$ cat config.mk
export PLATFORM = sky130hd
export DESIGN_NAME = spi_dac_transmitter
export DESIGN_NICKNAME = d
export VERILOG_FILES = /design/src/rtl/spi_dac_transmitter.sv
export SDC_FILE = /design/constraint.sdc
export NUM_CORES = 1
export LEC_CHECK = 0
export CAP_MARGIN = 20
export CORE_AREA = 2 2 53 65
export DETAILED_ROUTE_END_ITERATION = 16
export DIE_AREA = 0 0 55 67
export MAX_ROUTING_LAYER = met4
export PLACE_DENSITY = 0.51
export RECOVER_POWER = 25
export SYNTH_ARGS = -nofsm -noshare
export SYNTH_HDL_FRONTEND = slang
export SYNTH_SLANG_ARGS = --single-unit
$ cat constraint.sdc
create_clock -name clk_i -period 4.7 [get_ports clk_i]
set_input_delay 0.47 -clock clk_i [delete_from_list [all_inputs] [get_ports clk_i]]
set_output_delay 0.47 -clock clk_i [all_outputs]
set_load 0.02 [all_outputs]
$ cat src/rtl/spi_dac_transmitter.sv
// rtl/spi_dac_transmitter.sv - paces the waveform generator and serializes each sample
// to a mode-0 SPI DAC as offset binary, MSB first, one frame per sample.
`timescale 1ns/1ps

module spi_dac_transmitter #(
    parameter int N_FRAC  = 7,
    parameter int CLK_DIV = 4
) (
    input  logic              clk_i,
    input  logic              rst_i,
    input  logic [N_FRAC:0]   data_i,
    input  logic              data_valid_strobe_i,
    output logic              next_data_strobe_o,
    output logic              sclk_o,
    output logic              mosi_o,
    output logic              cs_n_o,
    output logic              unexpected_o
);

    localparam int W     = N_FRAC + 1;
    localparam int DIV_W = (CLK_DIV > 1) ? $clog2(CLK_DIV) : 1;
    localparam int CNT_W = $clog2(W + 1);

    localparam logic [DIV_W-1:0] DIV_LAST = DIV_W'(CLK_DIV - 1);
    localparam logic [CNT_W-1:0] BIT_LAST = CNT_W'(W - 1);

    typedef enum logic [1:0] {
        S_IDLE,
        S_WAIT,
        S_SHIFT,
        S_GAP
    } state_t;

    state_t           state_q;
    logic [DIV_W-1:0] div_q;
    logic [CNT_W-1:0] bit_cnt_q;
    logic [W-1:0]     shift_q;
    logic             next_q;
    logic             sclk_q;
    logic             mosi_q;
    logic             cs_n_q;
    logic             unexp_q;

    logic [W-1:0]     sample_d;
    logic             div_tc;

    // Two's complement to offset binary is just an inverted sign bit.
    assign sample_d = {~data_i[N_FRAC], data_i[N_FRAC-1:0]};
    assign div_tc   = (div_q == DIV_LAST);

    always_ff @(posedge clk_i or negedge rst_i) begin
        if (!rst_i) begin
            state_q   <= S_IDLE;
            div_q     <= '0;
            bit_cnt_q <= '0;
            shift_q   <= '0;
            next_q    <= 1'b0;
            sclk_q    <= 1'b0;
            mosi_q    <= 1'b0;
            cs_n_q    <= 1'b1;
            unexp_q   <= 1'b0;
        end else begin
            next_q <= 1'b0;
            if (data_valid_strobe_i && (state_q != S_WAIT)) begin
                unexp_q <= 1'b1;
            end

            case (state_q)
                S_IDLE: begin
                    next_q  <= 1'b1;
                    state_q <= S_WAIT;
                end

                S_WAIT: begin
                    if (data_valid_strobe_i) begin
                        // MSB goes straight to the pin; shift_q keeps the remaining bits.
                        mosi_q    <= sample_d[W-1];
                        shift_q   <= {sample_d[W-2:0], 1'b0};
                        cs_n_q    <= 1'b0;
                        sclk_q    <= 1'b0;
                        div_q     <= '0;
                        bit_cnt_q <= '0;
                        state_q   <= S_SHIFT;
                    end
                end

                S_SHIFT: begin
                    if (div_tc) begin
                        div_q  <= '0;
                        sclk_q <= ~sclk_q;
                        if (sclk_q) begin
                            bit_cnt_q <= bit_cnt_q + 1'b1;
                            shift_q   <= {shift_q[W-2:0], 1'b0};
                            if (bit_cnt_q == BIT_LAST) begin
                                mosi_q  <= 1'b0;
                                cs_n_q  <= 1'b1;
                                state_q <= S_GAP;
                            end else begin
                                mosi_q <= shift_q[W-1];
                            end
                        end
                    end else begin
                        div_q <= div_q + 1'b1;
                    end
                end

                S_GAP: begin
                    if (div_tc) begin
                        div_q   <= '0;
                        next_q  <= 1'b1;
                        state_q <= S_WAIT;
                    end else begin
                        div_q <= div_q + 1'b1;
                    end
                end

                default: state_q <= S_IDLE;
            endcase
        end
    end

    assign next_data_strobe_o = next_q;
    assign sclk_o             = sclk_q;
    assign mosi_o             = mosi_q;
    assign cs_n_o             = cs_n_q;
    assign unexpected_o       = unexp_q;

endmodule

# --- Yosys cells after proc, flatten, opt, wreduce, memory -nomap -nowiden ---
# Index checks and enable logic that the tools add are counted.
classes:
  n_addsub: 2
  muxes: 31
  n_reduce_logical: 10
  bitwise_logic: 2
  eq_ne: 11
ops:
  columns: ["operator", "count"]
  rows:
  - ["2-to-1 mux 8 bit", 3]
  - ["case mux 8 bit (2 select lines)", 1]
  - ["2-to-1 mux 2 bit", 7]
  - ["2-to-1 mux 4 bit", 3]
  - ["2-to-1 mux 1 bit", 10]
  - ["inequality test 2 bit (second input constant)", 5]
  - ["AND reduction 5 bit", 2]
  - ["case mux 1 bit (2 select lines)", 4]
  - ["case mux 2 bit (4 select lines)", 1]
  - ["case mux 4 bit (2 select lines)", 1]
  - ["== test 2 bit (second input constant)", 3]
  - ["adder 4 x 1 -> 4 bit (second input constant)", 1]
  - ["== test 4 x 3 -> 1 bit (second input constant)", 1]
  - ["case mux 2 bit (2 select lines)", 1]
  - ["AND reduction 4 bit", 1]
  - ["nonzero test 2 bit", 2]
  - ["AND reduction 3 bit", 1]
  - ["adder 2 x 1 -> 2 bit (second input constant)", 1]
  - ["== test 2 x 1 -> 1 bit (second input constant)", 1]
  - ["logical NOT 2 bit", 1]
  - ["inequality test 2 x 1 -> 1 bit (second input constant)", 1]
  - ["NOT 1 bit", 2]
  - ["AND reduction 2 bit", 1]
  - ["OR reduction 2 bit", 1]
  - ["logical AND 1 bit", 1]
word_totals:
  out_inout_bits: 5
  register_bits: 21

# --- Longest topological paths before layout ---
# Gate-level depths: netlist (run 1).
logic_depth:
  word_depth: 5
  mapped_depth: 7
  ltp_nobuf: 6

# --- Least setup slack after synthesis (run 1) ---
# Ideal clock, no wire load.
synth_path:
  path_kind: "register to register"
  startpoint: "register state_q[0]"
  endpoint: "register state_q[1]"
  arrival_ps: 1467
  slack_ps: 3105
  path_stages_with_launch: 7
  setup_time_ps: 128
  synth_period_minus_slack_ps: 1595
  required_ps: 4572
  path_cell_list: "dfrtp_1 inv_1 ha_1 nand2b_1 and3_1 nand3_1 mux2_1"
synth_between:
  elab_chain_cells: 3
  word_cells_on_any_way: 11
  cone_classes: "8 x eq/ne; 1 x mux; 2 x reduce/logical"
synth_rtl:
  columns: ["item", "line", "source"]
  rows:
  - ["start: declaration", "34", "state_t state_q;"]
  - ["start signal: assignment", "53", "state_q <= S_IDLE;"]
  - ["start signal: assignment", "71", "state_q <= S_WAIT;"]
  - ["start signal: assignment", "83", "state_q <= S_SHIFT;"]
  - ["== test 2 bit / == test 2 x 1 -> 1 bit (equally long branches)", "68", "case (state_q)"]
  - ["inequality test 2 bit (no line)", null, null]
  - ["AND reduction 5 bit (no line)", null, null]
# Several ways; a longest one is shown, not always the timed one.
# A chain may end at the register's enable or synchronous reset.

# --- Worst setup path in the final report (run 1) ---
# Same ends and word-level chain as after synthesis.

==> results of run 1 <==
how the worst max path moves through the flow:
| stage | endpoint | cells after the start |
|---|---|---|
| 2_1_floorplan | state_q[1]$_DFFE_PN0P_ | 6 |
| 4_1_cts | state_q[1]$_DFFE_PN0P_ | 6 |
| 3_3_place_gp | state_q[1]$_DFFE_PN0P_ | 6 |
| 3_5_place_dp | state_q[1]$_DFFE_PN0P_ | 6 |
| 6_report | state_q[1]$_DFFE_PN0P_ | 6 |
| 5_1_grt | state_q[1]$_DFFE_PN0P_ | 6 |
flip-flops by register name, indices dropped and copies added, names as in the netlist:
| register | cells |
|---|---|
| shift_q | 7 |
| bit_cnt_q | 4 |
| div_q | 2 |
| state_q | 2 |
| cs_n_o | 1 |
| mosi_o | 1 |
| next_data_strobe_o | 1 |
| sclk_o | 1 |
| unexpected_o | 1 |
area by class of cell:
type / instances / area [µm²] / area share
Sequential cell: 20 / 502 / 0.404
Multi-Input combinational cell: 70 / 485 / 0.391
Timing Repair Buffer: 15 / 150 / 0.121
Tap cell: 36 / 45.0 / 0.0363
Clock buffer: 4 / 36.3 / 0.0292
Inverter: 6 / 22.5 / 0.0181
stage by stage:
step	setup slack, ps	hold WS [ps]	instances	cell area [µm²]
4_1_cts	2480	483	151	1240
5_1_grt	2300	502	151	1240
3_5_place_dp	2500	455	147	1200
3_3_place_gp	2560	439	147	1200
2_1_floorplan	3110	174	99	1030
6_report	2490	477	151	1240
cells in the final DEF (no fill, tap or decap):
| cell type | n |
|---|---|
| a21o_1 | 1 |
| a21oi_1 | 2 |
| a221o_1 | 1 |
| a22o_1 | 1 |
| a32o_1 | 1 |
| and3_1 | 1 |
| clkbuf_4 | 3 |
| clkbuf_8 | 1 |
| clkdlybuf4s50_1 | 14 |
| dfrtp_1 | 19 |
| dfstp_2 | 1 |
| dlygate4sd3_1 | 1 |
| ha_1 | 8 |
| inv_1 | 6 |
| mux2_1 | 1 |
| mux2i_1 | 7 |
| nand2_1 | 15 |
| nand2b_1 | 3 |
| nand2b_2 | 2 |
| nand3_1 | 5 |
| nand3b_1 | 1 |
| nand4_4 | 1 |
| nor2_1 | 2 |
| nor3_1 | 1 |
| o21ai_0 | 3 |
| o21ai_1 | 10 |
| o31ai_1 | 2 |
| or3_1 | 2 |
report_power, final:
group          leakage (nW)  total [mW]  switching [mW]  internal (mW)
combinational         0.276       0.412           0.241          0.171
clock                0.0210       0.100          0.0530         0.0472
sequential            0.248       0.291          0.0446          0.247
total                 0.546       0.804           0.339          0.465
logic make-up after synthesis:
group	count (synthesis)	synth area share
buffers and inverters	9	0.0425
DFF	20	0.487
and+or+nand+nor	33	0.172
muxes	8	0.0789
AOI/OAI and AO/OA	21	0.123
adders and majority gates	8	0.0971
metal layers:
| metal | vias to the layer above | global-route usage | part of all wire |
|---|---|---|---|
| met5 | - | - | 0 |
| met4 | 0 | 0.0457 | 0.0072 |
| met3 | 2 | 0.0202 | 0.038 |
| met2 | 9 | 0.217 | 0.51 |
| met1 | 368 | 0.154 | 0.44 |
| li1 | 374 | - | - |
cells in the mapped netlist:
library cell | count | area, µm²
dfstp_2 | 1 | 26.3
o31ai_1 | 2 | 15.0
nand3b_1 | 1 | 7.51
buf_2 | 2 | 10.0
a221o_1 | 1 | 10.0
nand2_1 | 15 | 56.3
ha_1 | 8 | 100
a22o_1 | 1 | 8.76
o21ai_1 | 10 | 50.1
buf_6 | 1 | 11.3
mux2_1 | 1 | 11.3
mux2i_1 | 7 | 70.1
nor3_1 | 1 | 5.00
nor2_1 | 2 | 7.51
nand3_1 | 5 | 25.0
dfrtp_1 | 19 | 475
nand4_4 | 1 | 21.3
inv_1 | 6 | 22.5
a21oi_1 | 2 | 10.0
nand2b_1 | 3 | 18.8
a21o_1 | 1 | 7.51
and3_1 | 1 | 6.26
o21ai_0 | 3 | 15.0
or3_1 | 2 | 12.5
a32o_1 | 1 | 10.0
nand2b_2 | 2 | 17.5
==> flow_metrics.tcl, run 1 <==
set metrics [dict create \
    antenna_found_initial 0 \
    r2r_cells 6 \
    p_total_uw 804 \
    vias_per_cell 4.99 \
    ys_ff_latch 20 \
    peakVddDrop_mv 0.368 \
    cp_top_family "simple AND/OR/NAND/NOR gates" \
    cts_root_buffer "clkbuf_4" \
    initial_core_util 0.340 \
    fin_nets 135 \
    fmax_ghz 0.452 \
    drv_slew 0 \
    fillCellCount 321 \
    synth_nets 118 \
    yosys_warnings 0 \
    cp-start-kind "flip-flop" \
    arrival_ps 2410 \
    worstHoldEndpoint "unexpected_o$_DFFE_PN0P_" \
    cp_slowest_stage_delay_ps 580 \
    cts_sinks 20 \
    ctsHoldBuffers 0 \
    hold_violations 0 \
    synthCells 99 \
    r2r-start "state_q[0]$_DFFE_PN0P_" \
    io_buffers 15 \
    vias 753 \
    syn_area_per_cell_um2 10.4 \
    drive_above_1_share 0.0696 \
    end_kind "flip-flop" \
    setup_viol 0 \
    path_cells "inv_1, ha_1, nand2b_1, and3_1, nand3_1, mux2_1" \
    crit_buf_inv 1 \
    syn-cell-area_um2 1030 \
    drt_iter0_drc 10 \
    crit_fanout 14 \
    power.density_nw_per_um2 648 \
    drv_cap 0 \
    num_antenna_cells 0 \
    hp-start "unexpected_o$_DFFE_PN0P_" \
    clk_pin_slew_worst_paths_ps 120 \
    cts_inserted_buffers 3 \
    run_status "finished clean" \
    drc 0 \
    post-route-period-util 0.471 \
    grt_remaining_overflow 0 \
    yosysSeqAreaShare 0.487 \
    grt_pass1_vias 779 \
    synthDistinctLibCells 26 \
    wl_um 1940 \
    area_growth_pct 20.4 \
    die_area_um2 3690 \
    path_class "reg -> reg" \
    io_pins 16 \
    rsz0062_at_grt "no" \
    crit_start "state_q[0]$_DFFE_PN0P_" \
    die_w_um 55 \
    holdCritPathClass "reg -> reg" \
    htreeDepth 1 \
    cts_setup_buffers 0 \
    reg2reg_setup_slack_ps 2490 \
    cts_resized 0 \
    hold_depth 1 \
    grt_pass1_wl_um 3380 \
    hpwl_um 1460 \
    crit_required_ps 4890 \
    fin_util 0.410 \
    die_h_um 67 \
    tritoncts "done" \
    dr.pass1.iters 4 \
    tightest_slew_ps 922 \
    grt_start_max_net_pins 24 \
    finalSetupTns_ps 0 \
    cts_buffer_depth 2 \
    total_leakage_power_nw 0.546 \
    wire_per_inst_um 12.8 \
    critical_path.slowest_cell "ha_1" \
    layout_min_cycle_time_ps 2210 \
    drtAntennaViolNets 0 \
    grt_usage 0.130 \
    r2r_end "state_q[1]$_DFFE_PN0P_" \
    core_um2 3030 \
    insertion_delay_ps 300 \
    slew_headroom 0.383 \
    finClkSkew_ps 4.81 \
    fp-row-count 22 \
    gp_congestion 0.721 \
]
(Power assumes the default switching activity.)
==> inputs of run 2 (changes only) <==
==> constraint.sdc (replaced) <==
create_clock -name clk_i -period 2.2 [get_ports clk_i]
set_input_delay 0.22 -clock clk_i [delete_from_list [all_inputs] [get_ports clk_i]]
set_output_delay 0.22 -clock clk_i [all_outputs]
set_load 0.02 [all_outputs]
==> flow_metrics.tcl, run 2 (synthesized netlist as in run 1, its figures left out) <==
set metrics [dict create \
    layout_commonest_cell "dfrtp_1" \
    vias 752 \
    drv_cap 0 \
    end_kind "flip-flop" \
    run_status "finished clean" \
    io_pins 16 \
    clk_pin_slew_worst_paths_ps 110 \
    top_register "shift_q" \
    cts_inserted_buffers 3 \
    cp-start-kind "flip-flop" \
    setup_viol 0 \
    die_w_um 55 \
    drtAntennaViolNets 0 \
    grt_pass1_vias 756 \
    ctsHoldBuffers 0 \
    fmax_ghz 0.537 \
    cts_sinks 20 \
    finClkSkew_ps 1.29 \
    antenna_found_initial 0 \
    cts_root_buffer "clkbuf_4" \
    core_um2 3030 \
    multi_input_area_um2 485 \
    wire_per_inst_um 12.6 \
    layout_common_cells "dfrtp_1 (19), nand2_1 (15), clkdlybuf4s50_1 (14)" \
    drc 0 \
    drt_iter0_drc 10 \
    drv_slew 0 \
    p_total_mw 1.72 \
    finalSetupTns_ps 0 \
    grt_start_max_net_pins 24 \
    hpwl_um 1430 \
    insertion_delay_ps 290 \
    crit_fanout 23 \
    cts_buffer_depth 2 \
    peakVddDrop_mv 0.709 \
    die_h_um 67 \
    path_class "reg -> reg" \
    vias_per_cell 4.92 \
    holdCritPathClass "reg -> reg" \
    num_antenna_cells 0 \
    cts_resized 0 \
    fp-row-count 22 \
    io_buffers 15 \
    initial_core_util 0.340 \
    area_growth_pct 21.5 \
    hold_violations 0 \
    gp_congestion 0.723 \
    rsz0062_at_grt "no" \
    dr.pass1.iters 5 \
    grt_pass1_wl_um 3190 \
    grt_remaining_overflow 0 \
    slew_headroom 0.257 \
    grt_usage 0.124 \
    arrival_ps 2090 \
    wl_um 1930 \
    layout_min_cycle_time_ps 1860 \
    htreeDepth 1 \
    die_area_um2 3690 \
    reg.largest.list "shift_q x7, bit_cnt_q x4" \
    seqCellArea_um2 502 \
    final_area_um2 1250 \
    total_leakage_power_nw 0.552 \
    placed_cell_area_um2 1220 \
    tritoncts "done" \
    fin_util 0.414 \
    largest_reg_flops 7 \
    crit_required_ps 2430 \
    power.density_nw_per_um2 1370 \
    fin_nets 137 \
    post-route-period-util 0.847 \
    fillCellCount 312 \
    drive_above_1_share 0.0769 \
    tightest_slew_ps 1110 \
    cts_setup_buffers 0 \
]
==> run 2: per-stage QoR <==
stage | setup slack [ps] | hold slack (ps) | instances
after global routing | 123 | 509 | 153
after detailed placement | 335 | 447 | 149
after global placement | 406 | 443 | 149
after floorplan | 605 | -75.6 | 99
after CTS | 299 | 253 | 153
final | 337 | 469 | 153
==> run 2: final cells by class <==
type | count | share of cell area
multi-input combinational | 70 | 0.388
clock buffer | 4 | 0.0290
inverter | 6 | 0.0180
timing repair buffer | 17 | 0.129
tap | 36 | 0.0360
sequential | 20 | 0.401
==> run 2: worst paths after layout <==
path / startpoint / endpoint / slack [ps] / cells past startpoint
setup / recovery: state_q[0]$_DFFE_PN0P_ / bit_cnt_q[3]$_DFFE_PN0P_ / 340 / 6
hold / removal: unexpected_o$_DFFE_PN0P_ / unexpected_o$_DFFE_PN0P_ / 470 / 1
setup reg to reg: state_q[0]$_DFFE_PN0P_ / bit_cnt_q[3]$_DFFE_PN0P_ / 340 / 6
hold reg to reg: unexpected_o$_DFFE_PN0P_ / unexpected_o$_DFFE_PN0P_ / 470 / 1
max in group asynchronous: rst_i / div_q[0]$_DFFE_PN0P_ / 900 / 2
min in group asynchronous: rst_i / bit_cnt_q[2]$_DFFE_PN0P_ / 640 / 2
==> run 2: power breakdown <==
part / switching (mW) / internal (mW) / leakage (nW)
clock: 0.112 / 0.101 / 0.0210
combinational: 0.516 / 0.371 / 0.283
sequential: 0.0947 / 0.527 / 0.248
==> run 2: critical path, stage by stage, from the launching register on <==
cell	delay, ps
dfrtp_1	430
inv_1	110
ha_1	220
nand2b_1	160
nand4_4	290
or3_1	430
a21oi_1	150
==> run 2: routing by layer <==
metal	track usage	up-vias	wire length [µm]
li1	-	378	-
met1	0.151	357	857
met2	0.198	15	966
met3	0.0202	2	92
met4	0.0549	0	14
met5	-	-	0
==> inputs of run 3 (changes only) <==
==> constraint.sdc (replaced) <==
create_clock -name clk_i -period 1.8 [get_ports clk_i]
set_input_delay 0.18 -clock clk_i [delete_from_list [all_inputs] [get_ports clk_i]]
set_output_delay 0.18 -clock clk_i [all_outputs]
set_load 0.02 [all_outputs]
==> flow_metrics.tcl, run 3 (synthesized netlist as in run 1, its figures left out) <==
set metrics [dict create \
    run_status "finished clean" \
    finalSetupTns_ps 0 \
    drive_above_1_share 0.115 \
    io_pins 16 \
    fp-row-count 22 \
    wl_um 2000 \
    setup_viol 0 \
    crit_fanout 5 \
    cts_sinks 20 \
    p_total_mw 2.21 \
    grt_pass1_wl_um 3280 \
    area_growth_pct 24.6 \
    drc 0 \
    slew_headroom 0.265 \
    end_kind "flip-flop" \
    top_register "shift_q" \
    fillCellCount 309 \
    cts_buffer_depth 2 \
    critical_path.slowest_cell "dfrtp_1" \
    ctsHoldBuffers 0 \
    cp-start-kind "flip-flop" \
    fin_util 0.424 \
    r2r_end "state_q[1]$_DFFE_PN0P_" \
    path_class "reg -> reg" \
    post-route-period-util 0.931 \
    antenna_found_initial 0 \
    layout_commonest_cell "dfrtp_1" \
    tritoncts "done" \
    vias 767 \
    gp_congestion 0.760 \
    r2r-start "state_q[1]$_DFFE_PN0P_" \
    total_leakage_power_nw 0.570 \
    r2r_cells 6 \
    fmax_ghz 0.597 \
    hp-start "unexpected_o$_DFFE_PN0P_" \
    io_buffers 15 \
    hold_violations 0 \
    placed_cells 152 \
    peakVddDrop_mv 0.754 \
    worstHoldEndpoint "unexpected_o$_DFFE_PN0P_" \
    cts_root_buffer "clkbuf_4" \
    insertion_delay_ps 290 \
    initial_core_util 0.340 \
    core_um2 3030 \
    die_h_um 67 \
    vias_per_cell 4.85 \
    crit_required_ps 1990 \
    drv_cap 0 \
    grt_remaining_overflow 0 \
    holdCritPathClass "reg -> reg" \
    path_cells "inv_1, ha_1, nand2b_2, and3_4, nand3_1, mux2_1" \
    largest_reg_flops 7 \
    hpwl_um 1500 \
    cp_slowest_stage_delay_ps 410 \
    num_antenna_cells 0 \
    die_w_um 55 \
    arrival_ps 1870 \
    drt_iter0_drc 19 \
    drtAntennaViolNets 0 \
    clk_pin_slew_worst_paths_ps 110 \
    die_area_um2 3690 \
    dr.pass1.iters 4 \
    hold_depth 1 \
    finClkSkew_ps 0.887 \
    fin_cells 158 \
    cts_inserted_buffers 3 \
    fin_nets 142 \
    power.density_nw_per_um2 1720 \
    htreeDepth 1 \
    crit_start "state_q[1]$_DFFE_PN0P_" \
    grt_usage 0.126 \
    layout_min_cycle_time_ps 1680 \
    reg.largest.list "shift_q x7, bit_cnt_q x4" \
    tightest_slew_ps 1100 \
    layout_common_cells "dfrtp_1 (19), nand2_1 (15), clkdlybuf4s50_1 (14)" \
    grt_pass1_vias 787 \
    wire_per_inst_um 12.7 \
    drv_slew 0 \
    grt_start_max_net_pins 21 \
    reg2reg_setup_slack_ps 120 \
]
## run 3: cell count changes in the layout (fill, tap and decap cells not counted), sizes merged
cell  delta
buf      +5
## run 3: how the worst max path moves through the flow
stage | cells past startpoint | endpoint
final | 6 | state_q[1]$_DFFE_PN0P_
after global routing | 6 | state_q[1]$_DFFE_PN0P_
after CTS | 6 | state_q[1]$_DFFE_PN0P_
after detailed placement | 6 | state_q[1]$_DFFE_PN0P_
after global placement | 6 | state_q[1]$_DFFE_PN0P_
after floorplan | 6 | state_q[1]$_DFFE_PN0P_
## run 3: timing repair
| action | 4_1_cts | 5_1_grt |
|---|---|---|
| resized for setup | 0 | 1 |
| setup buffers | 0 | 2 |
| endpoints found under the setup margin | 0 | 2 |
## run 3: layer usage
metal / part of all wire / global-route usage / routed length [µm] / vias to the layer above
li1: - / - / - / 393
met1: 0.44 / 0.155 / 889 / 360
met2: 0.51 / 0.205 / 1020 / 12
met3: 0.044 / 0.0202 / 88 / 2
met4: 0.0040 / 0.0457 / 8 / 0
met5: 0 / - / 0 / -
## run 3: report_power, final
group	internal, mW	switching [mW]
sequential	0.644	0.107
combinational	0.561	0.672
clock	0.0862	0.135
total	1.29	0.914
## run 3: final cells by class
class	count	area, µm²	share of cell area
Clock buffer	4	26.3	0.0204
Sequential cell	20	502	0.390
Tap cell	36	45.0	0.0351
Multi-Input combinational cell	70	490	0.382
Inverter	6	22.5	0.0175
Timing Repair Buffer	22	199	0.155
## run 3: stage by stage
stage	area (µm²)	hold WS (ps)	setup WS [ps]
after floorplan	1030	-116	205
after detailed placement	1240	450	50.7
after global routing	1280	474	-1.82
after global placement	1240	439	113
after CTS	1270	203	31.2
final	1280	471	125
## run 3: worst max-delay path: cells and delay by family (launching register included)
family	cells	cell delay, ps
and+or+nand+nor	3	450
DFF	1	410
muxes	1	330
adders and majority gates	1	270
buffers and inverters	1	110
